$ cat config.mk
export PLATFORM = sky130hd
export DESIGN_NAME = seq_div_i12_o12
export DESIGN_NICKNAME = d
export VERILOG_FILES = /design/src/rtl/seq_div_i12_o12.sv
export SDC_FILE = /design/constraint.sdc
export NUM_CORES = 1
export LEC_CHECK = 0
export ABC_AREA = 1
export CAP_MARGIN = 15
export CORE_ASPECT_RATIO = 0.9
export CORE_MARGIN = 1
export CORE_UTILIZATION = 25
export DETAILED_ROUTE_END_ITERATION = 8
export PLACE_DENSITY = 0.52
export SKIP_CTS_REPAIR_TIMING = 1
export SYNTH_ARGS = -nofsm -noshare
export SYNTH_HDL_FRONTEND = slang
export SYNTH_SLANG_ARGS = --single-unit
export TNS_END_PERCENT = 5
$ cat constraint.sdc
create_clock -name clk -period 2.05 [get_ports clk]
set_clock_uncertainty 0.2 [all_clocks]
set_input_delay 0.205 -clock clk [delete_from_list [all_inputs] [get_ports clk]]
set_output_delay 0.205 -clock clk [all_outputs]
set_load 0.05 [all_outputs]
$ cat src/rtl/seq_div_i12_o12.sv
// Sequential restoring divider: 12-bit dividend / 6-bit divisor, one quotient bit per cycle.
// Define SEQ_DIV_ZERO_FAST_EN to finish divide-by-zero after a single cycle instead of twelve.
module seq_div_i12_o12 (
  input  logic        clk,
  input  logic        rst,
  input  logic        in_valid,
  output logic        in_ready,
  input  logic [11:0] dividend,
  input  logic [5:0]  divisor,
  output logic        out_valid,
  input  logic        out_ready,
  output logic [11:0] quotient,
  output logic [5:0]  remainder,
  output logic        div_zero,
  output logic        busy
);

  typedef enum logic [1:0] {IDLE, RUN, DONE} state_t;

  state_t      state;
  logic [11:0] dq;
  logic [5:0]  dvs;
  logic [5:0]  prem;
  logic [3:0]  count;

  logic [6:0]  shifted;
  logic        fits;
  logic [5:0]  next_rem;

  // A successful trial subtraction always leaves less than the divisor, so the low six bits suffice.
  always_comb begin
    shifted  = {prem, dq[11]};
    fits     = (shifted >= {1'b0, dvs});
    next_rem = fits ? (shifted[5:0] - dvs) : shifted[5:0];
  end

  always_ff @(posedge clk) begin
    if (rst) begin
      state     <= IDLE;
      in_ready  <= 1'b1;
      out_valid <= 1'b0;
      busy      <= 1'b0;
      quotient  <= 12'd0;
      remainder <= 6'd0;
      div_zero  <= 1'b0;
      count     <= 4'd0;
      dq        <= 12'd0;
      dvs       <= 6'd0;
      prem      <= 6'd0;
    end else begin
      case (state)
        IDLE: begin
          if (in_valid) begin
            dq       <= dividend;
            dvs      <= divisor;
            prem     <= 6'd0;
            count    <= 4'd0;
            in_ready <= 1'b0;
            busy     <= 1'b1;
            state    <= RUN;
          end
        end
        RUN: begin
`ifdef SEQ_DIV_ZERO_FAST_EN
          if (dvs == 6'd0) begin
            quotient  <= 12'hFFF;
            remainder <= dq[5:0];
            div_zero  <= 1'b1;
            busy      <= 1'b0;
            out_valid <= 1'b1;
            state     <= DONE;
          end else begin
`else
          begin
`endif
            // Dividend bits shift out the top while quotient bits shift in at the bottom.
            dq    <= {dq[10:0], fits};
            prem  <= next_rem;
            count <= count + 4'd1;
            if (count == 4'd11) begin
              quotient  <= {dq[10:0], fits};
              remainder <= next_rem;
              div_zero  <= (dvs == 6'd0);
              busy      <= 1'b0;
              out_valid <= 1'b1;
              state     <= DONE;
            end
          end
        end
        DONE: begin
          if (out_ready) begin
            out_valid <= 1'b0;
            in_ready  <= 1'b1;
            state     <= IDLE;
          end
        end
        default: begin
          state <= IDLE;
        end
      endcase
    end
  end

endmodule

# Yosys cells after proc, flatten, opt, wreduce, memory -nomap -nowiden
# Index checks and enable logic that the tools add are counted.
# totals
regBits	52
latch_bits	0
ramBits	0
romBits	0
inputBits	22
out_inout_bits	22
word_cells	52
n_memories	0
# classes
addsub	2
n_mul	0
div	0
n_lt_le_gt_ge	1
n_eq_ne	6
n_shift	0
mux	20
bitwise	0
reduce_logical	12
# op_table
operator	count
12-bit one-hot mux with 2 select lines	1
12-bit two-way mux	1
6-bit two-way mux	2
6-bit one-hot mux with 2 select lines	1
3-bit AND reduction	4
4-bit one-hot mux with 2 select lines	1
7-bit by 6-bit >= comparator with 1-bit output	1
6-bit logical NOT	1
1-bit two-way mux	6
2-bit two-way mux	3
2-bit != test, second input constant	3
1-bit one-hot mux with 2 select lines	3
2-bit one-hot mux with 3 select lines	1
2-bit AND reduction	3
2-bit nonzero test	3
6-bit subtractor	1
4-bit by 1-bit adder with 4-bit output, second input constant	1
4-bit equality test, second input constant	1
4-bit two-way mux	1
2-bit by 1-bit equality test with 1-bit output, second input constant	1
2-bit equality test, second input constant	1
2-bit logical NOT	1

# Longest topological paths before layout
# logic_depth
word_depth	3
mapped_depth	12
ltp_nobuf	12

# Worst setup path after synthesis
# Ideal clock, no wire load.
# synth_path
kind	register to register
start	reg dvs[2]
end	reg prem[3]
setup_time_ns	0.067
arrival_ns	1.508
required_time_ns	1.783
setup_slack_ns	0.275
path_stages_with_launch	11
n_path_buf	0
period_less_slack_ns	1.775
path_cell_list	dfxtp_1 -> inv_1 -> ha_1 -> or2_1 -> nand3_2 -> nand3_4 -> inv_2 -> nand2_2 -> nand2_1 -> nand2_1 -> a21oi_2
# synth_between
elab_chain_len	3
elab_cells_between_ends	4
classes_between	add/sub: 1; order compare: 1; mux: 2
# synth_lines
element	line	text
start: declaration	22	logic [5:0] dvs;
start signal: assignment	55	dvs <= divisor;
6-bit subtractor or 7-bit by 6-bit >= comparator with 1-bit output (tied branches)	34, 33	
6-bit two-way mux *	34	next_rem = fits ? (shifted[5:0] - dvs) : shifted[5:0];
6-bit one-hot mux with 2 select lines *	51	case (state)
end signal: assignment	78	prem <= next_rem;
end: declaration	23	logic [5:0] prem;
# Mark *: on every way between the ends. The rest lies on a longest branch, timed or not.
# A chain may end at the register's enable or synchronous reset.

# Worst setup path after layout
# layout_path
start	reg dvs[4]
end	reg prem[3]
# layout_between
elab_chain_len	3
# layout_lines
element	line	text
7-bit by 6-bit >= comparator with 1-bit output	33	fits = (shifted >= {1'b0, dvs});
6-bit two-way mux	34	
6-bit one-hot mux with 2 select lines	51	
# Every way passes these cells.

==> metrics.txt <==
run status finished, final reports clean; Reg clk slew, reported paths 0.10 ns; most used cell, CP nand2_1; Pre-antenna DRT Iters 4; die height 95.2 um; initial drt markers 87; Synth warnings 0; vias in the first global route 2,032; final hold violations 0; setup TNS 0 ns; setup violators final 0; placed insts 470; Critical Path RT 2.10 ns; GR Layer Usage met1 17.8%; Core Box Area 0.00925 mm2; drc violations 0; ant diodes 0; Layout area overhead 27.7%; Die Area 0.0100 mm2; Final Cycle Share 93.1%; fmax 524 MHz; Synth top area share 43.2%; Final ANT Viol Nets 0; total gr overflow 0; RSZ-0062 raised after global routing no; Slew @ Worst Pin 0.505 ns; final WL 6.09 mm; global routing's busiest layer met2; Synthesized Nets 342; Starting Density 26.1%; Fill cells 1,013; met3 usage 3.28%; Final Core Density 33.3%; initial antenna violation count 0; Crit path largest cell delay 0.36 ns; CP max-delay cell ha_1; CP top delay family simple AND/OR/NAND/NOR gates; flops & latches, synth 52; Final Critical Period 1.91 ns; count of different cell masters after synthesis 36; CTS tree done; largest net degree at the start of global routing 25; worst-path cell chain inv_1 > ha_1 > nand2_1 > nand2_1 > a21oi_4 > nand3_4 > inv_4 > nand2_2 > nand2_1 > nand2_1 > a21oi_2; synth top area cells dfxtp_1 (43%), nand2_1 (14%), nand3_1 (6.0%); area occupied by multi-input gates 0.00119 mm2; final-stage net count 386; average cell area after synthesis 7.76 um2; GRT Overall Usage 12.7%; max-capacitance violation count 0; post-DP HPWL 4.43 mm; PortBufs 43; CTS Buf Count 5; worst path buffer plus inverter count 2; Final Cell Area 0.00308 mm2; num rows 33; Cells after Synth 311; Worst EP arrival 1.96 ns; Pwr Density 840 mW/mm2; P_leak 0.00126 uW; slew margin rel. 66.2%; Syn Std Cell Area 0.00241 mm2; first-pass GRT wire length 10.0 mm; Max H-tree Level 2; number of clock sinks 52; root buffer cell clkbuf_8; CP endpoint kind flip-flop; CP startpoint kind flip-flop; critical path type flip-flop to flip-flop; Cell Area, Placed 0.00296 mm2; Horiz. Die Dim 106 um; sequential cell area 0.00104 mm2; clk buf depth 2; HP Class flip-flop to flip-flop; met2 Resource Use GR 19.8%; Avg Vias per Cell 4.49; Placer Congestion 0.834; Clk Latency, worst-skew pair 0.30 ns; Non-Filler Instances 478; share of layout cells above drive strength 1 10.7%; crit path max fanout 7; area leader, netlist dfxtp_1; DR WL/cell 12.7 um; Peak VDD IR 0.394 mV; I/O pin count 44; Vias 2,147; sequential fraction of the synthesis area 43.2%; Slew Limit Fails 0
worst paths after layout:
path                                           from                     to  slack [ns]  depth (start not counted)
worst min register to register  dvs[1]$_SDFFE_PP0P_  div_zero$_SDFFE_PP0P_        0.26                          1
worst min-delay path            dvs[1]$_SDFFE_PP0P_  div_zero$_SDFFE_PP0P_        0.26                          1
worst max-delay path            dvs[4]$_SDFFE_PP0P_   prem[3]$_SDFFE_PP0P_        0.14                         11
worst max register to register  dvs[4]$_SDFFE_PP0P_   prem[3]$_SDFFE_PP0P_        0.14                         11
Yosys cell counts (all sizes together):
cell,n
a22oi,1
buf,10
o31ai,1
o311a,1
nand2,94
fa,1
a31oi,14
a311oi,1
o22ai,1
o41ai,2
o21ai,20
nand4,4
clkbuf,4
inv,29
a21oi,19
or2,2
nand3,31
xor2,1
xnor2,2
nor2,13
dfxtp,52
ha,8
flip-flops by register name (all words and copies together) (netlist names), 2 cells and up:
name       cells
dvs            6
prem           6
dq            12
quotient      12
state          2
count          4
remainder      6
metal layers:
metal | vias to the layer above | part of all wire [%] | routed length [um]
li1 | 1123 | - | -
met1 | 984 | 53 | 3240
met4 | 0 | 0.61 | 37
met5 | - | 0 | 0
met2 | 36 | 42 | 2580
met3 | 4 | 3.7 | 227
cells in the final DEF (no fill, tap or decap), types with 8 or more instances in the layout:
master and instances:
a21oi_1 17, a31oi_1 14, buf_4 8, clkdlybuf4s50_1 43, dfxtp_1 52, inv_1 23, nand2_1 92, nand3_1 28
nor2_1 8, o21ai_0 18
power by group:
| part | switching [uW] | total (uW) | internal (uW) |
|---|---|---|---|
| clock network | 356 | 633 | 277 |
| logic | 519 | 828 | 309 |
| registers | 52.4 | 1130 | 1080 |
| total | 927 | 2590 | 1660 |
cell type report:
cell class | instances | share of cell area, %
inverter | 29 | 3.69
tap | 122 | 4.95
multi-input combinational | 216 | 38.5
clock buffer | 6 | 2.68
timing repair buffer | 51 | 15.9
clock inverter | 2 | 0.447
sequential | 52 | 33.8
kinds of logic after synthesis:
group,synth area share [%]
DFF,43.2
AOI/OAI and AO/OA,15.0
xor gates and xnor gates,1.09
adders and majority gates,4.98
buffers and inverters,8.45
and+or+nand+nor,27.3
metrics by stage:
stage / total power, uW / setup slack (ns) / hold slack, ns
detailed placement: 1940 / 0.108 / 0.237
global placement: 1940 / 0.0555 / 0.234
global route: 2770 / 0.00157 / 0.274
floorplan: 1750 / 0.275 / 0.109
CTS: 2580 / 0.0803 / 0.257
finish: 2590 / 0.141 / 0.256
No activity file was read; power rests on OpenSTA's default activity.
